[config.mk]
export PLATFORM = sky130hd
export DESIGN_NAME = accel_sample_filter
export DESIGN_NICKNAME = d
export VERILOG_FILES = /design/src/rtl/accel_sample_filter.sv
export SDC_FILE = /design/constraint.sdc
export NUM_CORES = 1
export LEC_CHECK = 0
export CORE_MARGIN = 1
export CORE_UTILIZATION = 50
export CTS_CLUSTER_SIZE = 12
export DETAILED_ROUTE_END_ITERATION = 6
export GPL_ROUTABILITY_DRIVEN = 0
export PLACE_DENSITY = 0.73
export SYNTH_ARGS = -nofsm -noshare
export SYNTH_HDL_FRONTEND = slang
export SYNTH_SLANG_ARGS = --single-unit
export TNS_END_PERCENT = 100
[constraint.sdc]
create_clock -name clock -period 10.5 [get_ports clock]
set_input_delay 3.15 -clock clock [delete_from_list [all_inputs] [get_ports clock]]
set_output_delay 3.15 -clock clock [all_outputs]
set_load 0.01 [all_outputs]
[src/rtl/accel_sample_filter.sv]
// Accelerometer sample filter: syncs the I2C idle flag, captures each word,
// runs a signed moving average, and drives tilt and stale-data flags.
module accel_sample_filter #(
   parameter int unsigned       LOG2_DEPTH     = 3,
   parameter int unsigned       SETTLE_CYCLES  = 4,
   parameter int unsigned       TIMEOUT_CYCLES = 25000000,
   parameter logic signed [15:0] HI_THRESH     = 16'sd8192,
   parameter logic signed [15:0] LO_THRESH     = 16'sd4096
) (
   input  logic        clock,
   input  logic        reset,
   input  logic [15:0] reading,
   input  logic        bus_idle,
   output logic [15:0] raw_sample,
   output logic        raw_valid,
   output logic [15:0] filtered,
   output logic        filtered_valid,
   output logic        sample_strobe,
   output logic        tilt,
   output logic        stale,
   output logic [15:0] sample_count
);

   localparam int unsigned DEPTH = 1 << LOG2_DEPTH;
   localparam int unsigned SW    = 16 + LOG2_DEPTH;
   localparam logic [LOG2_DEPTH:0] FULL =
      (LOG2_DEPTH + 1)'(DEPTH);

   typedef enum logic [2:0] {
      S_WAIT,
      S_SETTLE,
      S_CAPTURE,
      S_UPDATE,
      S_OUTPUT
   } state_t;

   state_t state;
   state_t state_nxt;

   logic s1;
   logic s2;
   logic s3;
   logic rise;

   logic [31:0] settle_cnt;
   logic        cnt_clr;
   logic        cnt_inc;
   logic        cap_en;
   logic        upd_en;
   logic        out_en;

   logic signed [15:0]   raw_q;
   logic signed [15:0]   win_buf [DEPTH];
   logic signed [SW-1:0] sum;
   logic signed [SW-1:0] new_ext;
   logic signed [SW-1:0] old_ext;
   logic signed [15:0]   avg;
   logic [LOG2_DEPTH-1:0] wr_ptr;
   logic [LOG2_DEPTH:0]   fill;

   logic [31:0] wd_cnt;

   // Three-flop synchroniser for the asynchronous idle flag
   always_ff @(posedge clock or negedge reset) begin
      if (!reset) begin
         s1 <= 1'b0;
         s2 <= 1'b0;
         s3 <= 1'b0;
      end else begin
         s1 <= bus_idle;
         s2 <= s1;
         s3 <= s2;
      end
   end

   assign rise = s2 & ~s3;

   // FSM state register
   always_ff @(posedge clock or negedge reset) begin
      if (!reset) begin
         state <= S_WAIT;
      end else begin
         state <= state_nxt;
      end
   end

   // FSM next-state logic; rises outside WAIT are dropped
   always_comb begin
      state_nxt = state;
      unique case (state)
         S_WAIT: begin
            if (rise) begin
               state_nxt = S_SETTLE;
            end
         end
         S_SETTLE: begin
            if (settle_cnt == SETTLE_CYCLES - 1) begin
               state_nxt = S_CAPTURE;
            end
         end
         S_CAPTURE: state_nxt = S_UPDATE;
         S_UPDATE:  state_nxt = S_OUTPUT;
         S_OUTPUT:  state_nxt = S_WAIT;
         default:   state_nxt = S_WAIT;
      endcase
   end

   // FSM output decode into per-stage enables
   always_comb begin
      cnt_clr = 1'b0;
      cnt_inc = 1'b0;
      cap_en  = 1'b0;
      upd_en  = 1'b0;
      out_en  = 1'b0;
      unique case (state)
         S_WAIT:    cnt_clr = 1'b1;
         S_SETTLE:  cnt_inc = 1'b1;
         S_CAPTURE: cap_en  = 1'b1;
         S_UPDATE:  upd_en  = 1'b1;
         S_OUTPUT:  out_en  = 1'b1;
         default:   cnt_clr = 1'b1;
      endcase
   end

   // Settle delay counter, restarted every time the FSM sits in WAIT
   always_ff @(posedge clock or negedge reset) begin
      if (!reset) begin
         settle_cnt <= '0;
      end else if (cnt_clr) begin
         settle_cnt <= '0;
      end else if (cnt_inc) begin
         settle_cnt <= settle_cnt + 32'd1;
      end
   end

   // Capture stage: latch the word and count captures
   always_ff @(posedge clock or negedge reset) begin
      if (!reset) begin
         raw_q        <= '0;
         raw_valid    <= 1'b0;
         sample_count <= '0;
      end else if (cap_en) begin
         raw_q        <= reading;
         raw_valid    <= 1'b1;
         sample_count <= sample_count + 16'd1;
      end
   end

   assign raw_sample = raw_q;

   assign new_ext = SW'(raw_q);
   assign old_ext = SW'(win_buf[wr_ptr]);

   // Window update: running sum swaps the oldest entry for the newest
   always_ff @(posedge clock or negedge reset) begin
      if (!reset) begin
         for (int i = 0; i < DEPTH; i++) begin
            win_buf[i] <= '0;
         end
         sum    <= '0;
         wr_ptr <= '0;
         fill   <= '0;
      end else if (upd_en) begin
         sum             <= sum + new_ext - old_ext;
         win_buf[wr_ptr] <= raw_q;
         wr_ptr          <= wr_ptr + 1'b1;
         if (fill != FULL) begin
            fill <= fill + 1'b1;
         end
      end
   end

   assign avg = 16'(sum >>> LOG2_DEPTH);

   // Output stage: publish the average, strobe, and hysteretic tilt
   always_ff @(posedge clock or negedge reset) begin
      if (!reset) begin
         filtered       <= '0;
         filtered_valid <= 1'b0;
         sample_strobe  <= 1'b0;
         tilt           <= 1'b0;
      end else begin
         sample_strobe <= out_en;
         if (out_en) begin
            filtered       <= avg;
            filtered_valid <= (fill == FULL);
            if (fill == FULL) begin
               if (avg > HI_THRESH) begin
                  tilt <= 1'b1;
               end else if (avg < LO_THRESH) begin
                  tilt <= 1'b0;
               end
            end
         end
      end
   end

   // Stale watchdog: saturating count of clocks since the last capture
   always_ff @(posedge clock or negedge reset) begin
      if (!reset) begin
         wd_cnt <= '0;
         stale  <= 1'b0;
      end else if (cap_en) begin
         wd_cnt <= '0;
         stale  <= 1'b0;
      end else if (wd_cnt != TIMEOUT_CYCLES) begin
         wd_cnt <= wd_cnt + 32'd1;
         if (wd_cnt == TIMEOUT_CYCLES - 1) begin
            stale <= 1'b1;
         end
      end
   end

endmodule

==> results.yml <==
finish:
  antenna_cells: 0
  multi_input_area_um2: 6160
  nets: 1354
  post-route-cell-area_um2: 15500
  seq_area_um2: 6930
  num-fill-cells: 2126
  drive_gt1_share_pct: 16.6
  final_cells: 1641
  syn2layout_area_growth_pct: 14.3
clocking:
  clockBufferDepth: 3
  insertion_delay_ns: 0.54
  postCtsSetupRepairBufs: 0
  cts_sinks: 277
  cts_tree: "built"
  cts_max_level: 1
  cts-root-buf: "clkbuf_16"
  path_clk_slew_ns: 0.06
  cts_buffers: 29
  holdBufCountCts: 0
  cts_resized: 0
timing:
  slew_violations: 0
  holdWs_ns: 0.354
  fin_crit_sh_pct: 46.2
  finalCriticalPeriod_ns: 4.85
  relSlewSlack_pct: 25.7
  clock-skew-final_ns: 0.0160
  rsz0062_at_grt: "no"
  tightest_slew_ns: 1.11
  tns_ns: 0
  hold_viol_final: 0
  final-setup-viol-count: 0
  fmax_mhz: 206
detailed_routing:
  num_vias: 9389
  wl_per_cell_um: 17.8
  first_pass_iters: 5
  via_per_inst: 5.72
  wl_um: 29200
  detail-route-antenna-nets: 0
  post-route-drc-count: 0
  first_iter_violations: 762
logic_synthesis:
  synth_area_leaders: "dfrtp_1, mux2_2, mux4_2"
  syn_avg_cell_area_um2: 11.1
  yosys-top-cells-count: "dfrtp_1, nand2_1, o21ai_0"
  ys_warn_count: 0
  synth_cells: 1229
  synthArstFlopShare_pct: 100
  yosys_register_bits: 277
  synth_top_area_share_pct: 51.0
  yosysMostFrequentCell: "dfrtp_1"
  synth.net_count: 1293
  yosysSeqAreaShare_pct: 51.0
  synth_ff_type: "dfrtp_1"
  yosysTopAreaCell: "dfrtp_1"
  synthesis.area_um2: 13600
  synth_edf_count: 0
  synth_cell_type_count: 61
worst_setup_path:
  worstPathRequired_ns: 7.35
  cp_slowest_cell: "clkdlybuf4s50_1"
  worstSetupEndpointType: "output pin"
  arrival_ns: 1.70
  worst_path_dominant_cell_family: "buffers and inverters"
  cp_max_fo: 11
  r2r-start: "wr_ptr[1]"
  worst_setup_path_start_kind: "register"
  criticalPathCategory: "register to output pin"
  crit_buf_inv: 1
  worstSetupStartpoint: "raw_sample[3]"
  path_cells: "clkdlybuf4s50_1"
  max_stage_delay_ns: 0.61
placement:
  port_buffers: 71
  placed_area_um2: 14600
  dp_hpwl_um: 19000
  placed_cells: 1594
min_path:
  hold_path.class: "register to register"
  min_from: "s1"
floorplan:
  initial_core_util_pct: 51.5
  die-area_um2: 27800
  die_x_um: 167
  core.rowCount: 59
  die_y_um: 167
  ios: 72
  core_area_um2: 26400
grt:
  grt_first_pass_wirelength_um: 49600
  grt_pass1_vias: 9459
  grt-ovfl-total: 0
  antenna_found_initial: 0
  grt_start_max_net_pins: 165
  grt_use_total_pct: 21.9
power_and_ir_drop:
  powerDensity_nw_per_um2: 306
  p_leak_nw: 7.05
  peakVddDrop_mv: 0.196
outcome:
  status: "complete, no violations"
job:
  maxCapViolations: 0
-- power breakdown --
group	total (mW)	switching [mW]	internal, mW
clock network	0.981	0.406	0.575
registers	1.50	0.214	1.29
logic	2.27	1.27	1.00
total	4.75	1.89	2.86
-- sequential cells by signal, indices dropped and copies added (netlist names) --
| signal | flops |
|---|---|
| wr_ptr | 3 |
| state | 3 |
| stale | 1 |
| raw_valid | 1 |
| s3 | 1 |
| sample_count | 16 |
| s1 | 1 |
| sum | 19 |
| win_buf | 128 |
| filtered_valid | 1 |
| filtered | 16 |
| fill | 4 |
| wd_cnt | 32 |
| tilt | 1 |
| s2 | 1 |
| sample_strobe | 1 |
| settle_cnt | 32 |
| raw_sample | 16 |
-- cell usage in the layout (no fill, tap or decap), types with 3 or more instances in the layout --
cell type and n:
nand2b_1 6, nor2_2 3, dfrtp_1 276, a21oi_1 28, clkbuf_16 29, clkdlybuf4s50_1 70
nor4_1 16, a31oi_1 13, nor3_1 10, clkbuf_8 7, mux4_2 32, o21ai_1 6
nor2b_1 5, xnor2_1 35, buf_4 12, or3_1 4, mux2i_1 4, nand3_1 33
and3_1 21, nand2_1 145, xor2_1 25, ha_1 27, o31ai_1 3, inv_1 75
a21o_1 6, o21ai_0 141, nor2_1 61, mux2_2 110, nand4_1 24, clkbuf_1 7
fa_1 18, a211oi_1 5
-- routing by layer --
metal  part of all wire (%)  up-vias  wire [um]  GRT usage [%]
li1                       -     4422          -              -
met1                     49     4733      14200           33.3
met2                     45      201      13200           33.9
met3                    4.6       33       1350           2.80
met4                    1.7        0        489           4.55
met5                      0        -          0              0
-- final timing paths --
check,depth (start not counted),endpoint,slack (ns)
worst max-delay path,1,raw_sample[3],5.65
max in group asynchronous,2,wr_ptr[0],6.48
worst min register to register,0,s2,0.35
worst max register to register,13,sum[16],6.07
min in group asynchronous,1,settle_cnt[21],2.64
worst min-delay path,0,s2,0.35
-- logic make-up (layout without fill, tap and decap cells) --
group | count (synthesis) | after routing | synth area share, %
adders and majority gates | 45 | 45 | 5.14
xor gates and xnor gates | 60 | 60 | 3.87
buffers and inverters | 130 | 207 | 3.72
and+or+nand+nor | 351 | 351 | 12.5
AOI/OAI and AO/OA | 220 | 220 | 8.97
muxes | 146 | 146 | 14.7
DFF | 277 | 277 | 51.0
-- cell type report --
cell class	instances	area share, %
inverter	76	1.84
multi-input combinational	822	39.7
clock buffer	43	5.47
sequential	277	44.7
tap	335	2.70
clock inverter	4	0.306
timing repair buffer	84	5.32
-- stage by stage --
stage	util (%)	total power, mW	setup WS [ns]
floorplan	-	3.15	6.57
global placement	55.5	3.69	5.76
detailed placement	55.5	3.75	5.77
CTS	58.9	4.76	5.61
global route	58.9	5.14	5.55
finish	58.9	4.75	5.65
Power figures use the tool's default switching activity.
==> RTL change (same settings) <==
The 5 states of `state_t` get a one-hot encoding in 5 bits.
--- a/src/rtl/accel_sample_filter.sv
+++ b/src/rtl/accel_sample_filter.sv
@@ -28,8 +28,8 @@
 
-   typedef enum logic [2:0] {
-      S_WAIT,
-      S_SETTLE,
-      S_CAPTURE,
-      S_UPDATE,
-      S_OUTPUT
+   typedef enum logic [4:0] {
+      S_WAIT    = 5'b00001,
+      S_SETTLE  = 5'b00010,
+      S_CAPTURE = 5'b00100,
+      S_UPDATE  = 5'b01000,
+      S_OUTPUT  = 5'b10000
    } state_t;
Formal check against the unedited RTL: same outputs for any inputs over 10 cycles, from zero or initial values and one cycle with reset low; not proved beyond that.
==> RTL change against the unedited design <==
  * Setup slack got worse by 0.075 ns
  * Utilization fell by 0.58 points
  * Via count rose by 0.71%
  * Routed wire length rose by 0.89%
  * Design area rose by 1.3%
  * Sequential cell count rose by 2
  * Synthesized cell count rose by 2.0%
  * Global-route usage rose by 0.063 points
  * Area after synthesis rose by 1.3%
Power is not compared: it rests on default switching activity, and its combinational part moved more than twofold at a synthesized area within 25%.
==> RTL change: results (changes against the unedited design) <==
The flow ran to the end, and the final reports show no timing, DRC or antenna violations. The run gives 1.78 ns (+0.08 ns) as the data arrival time of the critical path. In the synthesized netlist, the cells that appear most often are 278 x dfrtp_1, 168 x nand2_1, 128 x o21ai_0. The fraction of layout cells with a size suffix above 1 is 0.1547 (-0.01145).

For the sequential-to-total area share from yosys stat, the log shows 0.5077 (-0.002631). The logs give 1,318 (+1.9%) for the net count of the mapped netlist and 1,380 (+1.9%) for the final-stage net count. The run gives 70 (+15%) as the count of different cell masters after synthesis.

The startpoint of the worst-slack reg-to-reg timing path was wr_ptr[0]. The run gives 5.77 ns (-0.30 ns) as the slack of the worst reg-to-reg path. The clock latency of the later-clocked register in the worst-skew pair was 0.57 ns (+0.03 ns); the count of filler cells inserted in the layout was 2,241 (+5.4%).

The run gives 547 (-28%) as the initial DRC count. The tools report the maximum clock skew at final layout as 0.01091 ns (-0.005082 ns). After synthesis, the cell types taking the most area are dfrtp_1 51%, mux2_2 7.4%, mux4_2 5.2%. The cell area reported after detailed placement was 14,750 um2 (+0.85%); the total clock buffers created by CTS was 30 (+3.4%). The logs give 9,456 (+0.71%) for the number of vias after detailed routing and 187 (+13%) for the pin count of the biggest net entering global routing. The wire length of the first global-routing pass is 50,300 um (+1.4%), and the die boundary width is 167.9 um (+0.62%). The logs give 7 (+2) for the number of detailed-route iterations in the first pass and 9,749 (+3.1%) for the via count of the first global-routing pass.

For the total routing usage reported by global routing, the log shows 0.2200 (+0.0006270). The post-detailed-route wirelength per cell is 17.56 um (-1.4%).
RTL change: changes by cell type after synthesis, moves of 10 or more:
cell / before / now
xor2_1: 25 / 35
o21ai_0: 141 / 128
clkbuf_1: 41 / 23
nand2_1: 145 / 168
and3_1: 21 / 9
mux2_2: 110 / 90
nand3_1: 33 / 44
RTL change: worst max path at each step:
stage,start,to,slack (ns)
floorplan,wr_ptr[0],sum[18],6.34
global placement,reset,wr_ptr[0],5.78
detailed placement,reset,wr_ptr[0],5.75
CTS,raw_sample[4],raw_sample[4],5.54
global route,wr_ptr[0],sum[18],5.47
finish,raw_sample[4],raw_sample[4],5.57
RTL change: cell type report:
type                       instances  share of cell area
sequential                       279              0.4445
multi-input combinational        836              0.3938
clock buffer                      49             0.05805
timing repair buffer              85             0.05303
tap                              341             0.02715
inverter                          84             0.02007
clock inverter                     5            0.003424
RTL change: per-stage QoR:
step	worst slack [ns]	std cells
after detailed placement	5.754	1625
after global routing	5.469	1679
after global placement	5.782	1625
after floorplan	6.336	1254
final	5.572	1679
after CTS	5.540	1679
RTL change: routing by layer:
metal	vias up	track usage	wire [um]
li1	4485	-	-
met3	59	0.03079	1234
met4	0	0.05903	756
met1	4700	0.3164	13740
met5	-	0	0
met2	212	0.3525	13750
RTL change: cells by family after synthesis:
kind of cell	after synthesis	share of synthesized area
flops	279	0.5077
buf+inv	139	0.04249
fa+ha+maj	45	0.05076
mux	130	0.1319
simple gates	396	0.1449
compound gates	197	0.07888
xor+xnor	68	0.04330
RTL change: power by group:
part / internal, W / leakage, nW / total, W / switching [W]
registers: 0.00108 / 3.80 / 0.00108 / 0.00000306
logic: 0.00000983 / 2.99 / 0.0000358 / 0.0000260
clock network: 0.000592 / 0.474 / 0.00102 / 0.000430
